File: src/rtl/mul_int.sv
// Sequential unsigned shift-add multiplier (one multiplier bit per clock) with the
// same start/busy/valid handshake as div_int. Define MUL_INT_SAT_EN to saturate p on overflow.
module mul_int #(
  parameter int unsigned WIDTH = 4
) (
  input  logic             clk,
  input  logic             rst,
  input  logic             start,
  input  logic [WIDTH-1:0] x,
  input  logic [WIDTH-1:0] y,
  output logic             busy,
  output logic             valid,
  output logic             ovf,
  output logic [WIDTH-1:0] p,
  output logic [WIDTH-1:0] p_hi
);

  localparam int unsigned W2 = 2 * WIDTH;
  localparam int unsigned CW = (WIDTH > 1) ? $clog2(WIDTH) : 1;

  localparam logic [0:0] IDLE = 1'b0;
  localparam logic [0:0] CALC = 1'b1;

  logic [0:0]       state, state_nxt;
  logic [W2-1:0]    a_sh, a_sh_nxt;
  logic [WIDTH-1:0] b_sh, b_sh_nxt;
  logic [W2-1:0]    acc, acc_nxt;
  logic [CW-1:0]    cnt, cnt_nxt;
  logic             busy_nxt, valid_nxt, ovf_nxt;
  logic [WIDTH-1:0] p_nxt, p_hi_nxt;

  logic [W2-1:0]    acc_add;
  logic [WIDTH-1:0] acc_hi;
  logic [WIDTH-1:0] p_fin;

  // Conditional partial-product add; acc is double width so no carry is lost.
  assign acc_add = b_sh[0] ? (acc + a_sh) : acc;
  assign acc_hi  = acc_add[W2-1:WIDTH];

`ifdef MUL_INT_SAT_EN
  assign p_fin = (|acc_hi) ? {WIDTH{1'b1}} : acc_add[WIDTH-1:0];
`else
  assign p_fin = acc_add[WIDTH-1:0];
`endif

  // State and result registers.
  always_ff @(posedge clk or posedge rst) begin
    if (rst) begin
      state <= IDLE;
      a_sh  <= '0;
      b_sh  <= '0;
      acc   <= '0;
      cnt   <= '0;
      busy  <= 1'b0;
      valid <= 1'b0;
      ovf   <= 1'b0;
      p     <= '0;
      p_hi  <= '0;
    end else begin
      state <= state_nxt;
      a_sh  <= a_sh_nxt;
      b_sh  <= b_sh_nxt;
      acc   <= acc_nxt;
      cnt   <= cnt_nxt;
      busy  <= busy_nxt;
      valid <= valid_nxt;
      ovf   <= ovf_nxt;
      p     <= p_nxt;
      p_hi  <= p_hi_nxt;
    end
  end

  // Next-state and next-output logic.
  always_comb begin
    state_nxt = state;
    a_sh_nxt  = a_sh;
    b_sh_nxt  = b_sh;
    acc_nxt   = acc;
    cnt_nxt   = cnt;
    busy_nxt  = busy;
    valid_nxt = valid;
    ovf_nxt   = ovf;
    p_nxt     = p;
    p_hi_nxt  = p_hi;

    case (state)
      IDLE: begin
        if (start) begin
          if ((x == '0) || (y == '0)) begin
            // Zero operand: result known immediately, no CALC pass needed.
            valid_nxt = 1'b1;
            busy_nxt  = 1'b0;
            ovf_nxt   = 1'b0;
            p_nxt     = '0;
            p_hi_nxt  = '0;
          end else begin
            a_sh_nxt  = W2'(x);
            b_sh_nxt  = y;
            acc_nxt   = '0;
            cnt_nxt   = '0;
            busy_nxt  = 1'b1;
            valid_nxt = 1'b0;
            ovf_nxt   = 1'b0;
            state_nxt = CALC;
          end
        end
      end
      CALC: begin
        acc_nxt  = acc_add;
        a_sh_nxt = a_sh << 1;
        b_sh_nxt = b_sh >> 1;
        cnt_nxt  = cnt + CW'(1);
        if (cnt == CW'(WIDTH - 1)) begin
          busy_nxt  = 1'b0;
          valid_nxt = 1'b1;
          p_hi_nxt  = acc_hi;
          ovf_nxt   = |acc_hi;
          p_nxt     = p_fin;
          state_nxt = IDLE;
        end
      end
      default: state_nxt = IDLE;
    endcase
  end

endmodule

File: config.mk
export PLATFORM = sky130hd
export DESIGN_NAME = mul_int
export DESIGN_NICKNAME = d
export VERILOG_FILES = /design/src/rtl/mul_int.sv
export SDC_FILE = /design/constraint.sdc
export NUM_CORES = 1
export LEC_CHECK = 0
export CAP_MARGIN = 20
export CORE_MARGIN = 2
export CORE_UTILIZATION = 35
export DETAILED_ROUTE_END_ITERATION = 12
export HOLD_SLACK_MARGIN = 0.03
export PLACE_DENSITY = 0.65
export SLEW_MARGIN = 0
export SYNTH_ARGS = -nofsm -noshare
export SYNTH_HDL_FRONTEND = slang
export SYNTH_SLANG_ARGS = --single-unit
File: constraint.sdc
create_clock -name clk -period 2.6 [get_ports clk]
set_input_delay 0.52 -clock clk [delete_from_list [all_inputs] [get_ports clk]]
set_output_delay 0.52 -clock clk [all_outputs]
set_load 0.02 [all_outputs]
### Word-level counts from Yosys, hierarchy flattened

Cells that the tools add are included.

| cells by class | value |
|---|---|
| $add $sub $neg | 2 |
| equal/unequal tests | 5 |
| muxes and demuxes | 33 |
| bitwise logic cells | 1 |
| reduce and logical (&&, ||, !) cells | 7 |

Operator list:

| kind | number |
|---|---|
| $mux 8 | 5 |
| $pmux 8 s2 | 2 |
| $mux 4 | 6 |
| $pmux 4 s2 | 3 |
| $mux 1 | 10 |
| $add 8x8->8 | 1 |
| $logic_not 4->1 | 2 |
| $pmux 1 s2 | 4 |
| $ne 2x2->1 const B | 3 |
| $mux 2 | 2 |
| $pmux 2 s2 | 1 |
| $reduce_and 2->1 | 2 |
| $reduce_or 4->1 | 1 |
| $reduce_and 3->1 | 1 |
| $add 2x1->2 const B | 1 |
| $eq 2x2->1 const B | 1 |
| $ne 2x1->1 const B | 1 |
| $logic_or 1x1->1 | 1 |
| $not 1->1 | 1 |

| storage, ports and cells | value |
|---|---|
| bits in registers | 34 |
| input port bits | 11 |
| output and inout port bits | 11 |
| logic and storage cells | 58 |

### Longest topological paths before layout

| logic depth | value |
|---|---|
| word-level depth | 5 |
| gate-level depth with buffers | 8 |
| gate-level depth less buffers | 8 |

### Least setup slack after synthesis

No wires, ideal clock.

| path | value |
|---|---|
| path type | register to register |
| start point | reg a_sh[0] |
| end point | reg ovf |
| library setup time | 129 ps |
| arrival time | 1978 ps |
| data required time | 2471 ps |
| path slack | 493 ps |
| cell stages (with the launch flop) | 9 |
| path buffers | 0 |
| cell sequence | dfrtp_1 -> ha_1 -> inv_1 -> fa_1 -> nor2b_4 -> o31ai_2 -> mux2i_1 -> a211o_1 -> o41a_1 |

| between the ends | value |
|---|---|
| longest elaborated chain between the ends | 5 |

RTL lines:

| item | RTL line | source |
|---|---|---|
| start, declared | 25 | `logic [W2-1:0] a_sh, a_sh_nxt;` |
| start signal, assigned | 61 | `a_sh <= a_sh_nxt;` |
| $add 8x8->8 | 37 | `assign acc_add = b_sh[0] ? (acc + a_sh) : acc;` |
| $mux 8 | 37 |  |
| $reduce_or 4->1 | 117 | `ovf_nxt = \|acc_hi;` |
| $mux 1 | 113 | `if (cnt == CW'(WIDTH - 1)) begin` |
| $pmux 1 s2 | 86 | `case (state)` |
| end signal, assigned | 67 | `ovf <= ovf_nxt;` |
| end, declared | 13 | `output logic ovf,` |

No other way between the ends. The select of a mux whose other input is x is not followed.
A chain may end at the register's enable or synchronous reset.

### Worst setup path after layout

Ends and elaborated chain as after synthesis.

==> metrics.md <==
| Metric | Value |
|---|---|
| Port Buffers | 21 |
| Clock transition at the registers of the reported paths | ~70 ps |
| Most frequent cell after synthesis | dfrtp_1 |
| Capturing point of the worst reg2reg path | ovf |
| Largest net degree at the start of global routing | 35 |
| Fin crit share | between 80% and 90% |
| VDD IR max | roughly 390 uV |
| Hold path start | b_sh[2] |
| Hold endpoint | b_sh[1] |
| Period minus WS final | between 2000 and 2500 ps |
| CP endpoint kind | flop |
| Synth area leader | dfrtp_1 |
| DPL Wire Length | between 2000 and 3000 microns |
| Syn_nets | 209 |
| Cell area after layout | about 0.0023 sq mm |
| Width of the chip | approximately 77 microns |
| Post-DP Area | roughly 0.0022 sq mm |
| Required time of the critical path | between 2000 and 3000 ps |
| Rel. slew slack | 71.08% |
| Die Y | approximately 77 microns |
| Ys flop type | dfrtp_1 |
| IO Count | 22 |
| DRT iter0 DRCs | 127 |
| Post-synthesis sequential area ratio | 45.55% |
| Ys Warns | 0 |
| Worst skew pair latency | between 200 and 300 ps |
| Most frequent cells after synthesis | dfrtp_1, nand2_1, o21ai_0 |
| Number of remaining DRC errors | 0 |
| TritonRoute pass-1 iters | 4 |
| Nature of the critical path startpoint | flop |
| GRT Total Usage | 14.86% |
| Cells on worst reg2reg path | 8 |
| HP Class | flop to flop |
| Logic pwr share | between 40% and 50% |
| Vias | 1433 |
| Async SR Flop Fraction | 100.0% |
| Final slew viol count | 0 |
| Flop pwr share | 38.0% |
| Final setup viols | 0 |
| Initial antenna violation count | 0 |
| TritonCTS clock tree | yes |
| Post-cts sizing count | 0 |
| R2R Setup Slk | ~380 ps |
| Die footprint | 0.005937 sq mm |
| Endpoints failing hold | 0 |
| Cts bufs inserted | 5 |
| Cell-internal power | roughly 1.4 mW |
| N_diodes | 0 |
| CTS Buffer Depth | 2 |
| Core ar. | 0.005140 sq mm |
| Synth area leaders | dfrtp_1, nand2_1, mux2i_1 |
| Worst Path Arrival | roughly 2400 ps |
| Area delta synth->final | 20.70% |
| Syn avg cell area | about 9.9 sq um |
| Fin Hold WS | between 400 and 500 ps |
| Worst R2R Start | a_sh[0] |
| Vias in the first global route | about 1400 |
| Final WL | 3906 microns |
| Mapped Area | between 0.0015 and 0.002 sq mm |
| Setup_tns | 0 ps |
| Synthesized flop and latch total | 34 |
| GPL Wtd Cong | around 0.76 |
| # fillers | 518 |
| Switch share | between 30% and 40% |
| Share of cells above drive strength 1 | 9.302% |
| Leak pwr | between 1 and 1.5 nW |
| Post-CTS Hold Buffers | 0 |
| Row cnt | 26 |
| H-tree depth | 2 |
| Post-synth EDFFs | 0 |
| # Max-Cap Violations | 0 |
| Final Worst Setup Slack | between 300 and 400 ps |
| Hold depth | 2 |
| Nets | approximately 240 |
| Max FO, Critical Path | 3 |
| RSZ-0062 raised after global routing | false |
| Routed len/inst | roughly 14 microns |
| Distinct cells, synth | between 40 and 50 |
| Wire length of the first global-routing pass | 6982 microns |
| Status | finished, final reports clean |
| Pre-CTS setup slack | approximately 330 ps |
| Initial core utilization | a little over a third |
| Clk pwr share | around 15% |
| Clock root cell | clkbuf_8 |
| Clk sinks | 34 |
| Final Skew | roughly 8 ps |
| Reg area | between 800 and 900 sq um |
| Synth top area share | a little under half |
| Postcts setup bufs | 0 |
| Total grt overflow | 0 |
| Post-DR vias/cell | a little over 5 |
| Switching component of the power | 0.9236 mW |
| PwrDens | approximately 1000 mW/mm^2 |
| Post-DRT Antenna Nets | 0 |
| Worst slew pin tran | roughly 430 ps |
| Area of the multi-input gates | about 940 sq um |
| WS Path Type | flop to flop |
| Util after Layout | approximately 44% |
| Post-Syn Instances | 189 |
| Fmax | about 450 MHz |
cell families after synthesis:
| family | share of synthesized area, % |
|---|---|
| AOI/OAI and AO/OA | 21.03 |
| adders and majority gates | 6.430 |
| buffers and inverters | 3.952 |
| and+or+nand+nor | 14.74 |
| DFF | 45.55 |
| muxes | 8.305 |
flip-flops by register name (all words and copies together) (netlist names):
signal  cells
a_sh        8
acc         8
b_sh        4
p           4
p_hi        4
cnt         2
busy        1
ovf         1
state       1
valid       1
worst max-delay path, cell delays in order (launching register included):
cell	delay, ps
dfrtp_1	370
ha_1	190
inv_1	60
fa_1	410
nor2b_4	160
o31ai_2	80
mux2i_1	130
a211o_1	310
o41a_1	400
cell type report:
cell class / count / area share (%)
clock buffer: 7 / 3.385
inverter: 9 / 1.498
multi-input combinational: 137 / 41.84
sequential: 34 / 37.74
tap: 70 / 3.885
timing repair buffer: 28 / 11.65
cell usage in the layout, fill, tap and decap left out, types with 2 or more instances in the layout:
cell type         n
clkbuf_1          2
nand2_1          31
a22o_1            6
o221ai_1          2
nand2b_1          5
a32o_1            2
inv_1             9
o2111ai_1         2
nor3_1            2
ha_1              8
o21a_1            5
o211ai_1          2
buf_4             7
nor2_1            7
mux2_2            4
clkbuf_8          5
mux2i_1          11
a21oi_1           6
nor4_1            2
nor2b_1           2
or3_1             2
o21ai_0          15
nand3_1           4
clkdlybuf4s50_1  21
dfrtp_1          34
a21o_1            3
a21boi_0          2
layer usage:
metal	up-vias	share of wire (%)	track usage (%)
li1	731	-	-
met1	681	47	20.36
met2	15	49	23.51
met3	6	2.3	3.176
met4	0	1.5	4.821
met5	-	0	0
through the flow:
stage / instances / total power [mW]
2_1_floorplan: 189 / 1.635
3_3_place_gp: 278 / 1.973
3_5_place_dp: 278 / 1.995
4_1_cts: 285 / 2.355
5_1_grt: 285 / 2.544
6_report: 285 / 2.337
power by group through the flow:
stage                     sequential, mW  clock [mW]  combinational, mW
after floorplan                    0.924           0              0.711
after global placement             0.896           0               1.08
after detailed placement           0.902           0               1.09
after CTS                          0.892       0.367               1.10
after global routing               0.920       0.388               1.24
final                              0.887       0.360               1.09
how the worst max path moves through the flow:
stage | from | to | slack, ps | depth (start not counted)
finish | a_sh[0] | ovf | 380 | 8
global route | acc[2] | ovf | 260 | 6
CTS | a_sh[0] | ovf | 370 | 8
detailed placement | y[3] | p[2] | 330 | 5
global placement | y[0] | p[2] | 330 | 5
floorplan | a_sh[0] | ovf | 490 | 8
Note: power is estimated with default switching activity, not from simulation.
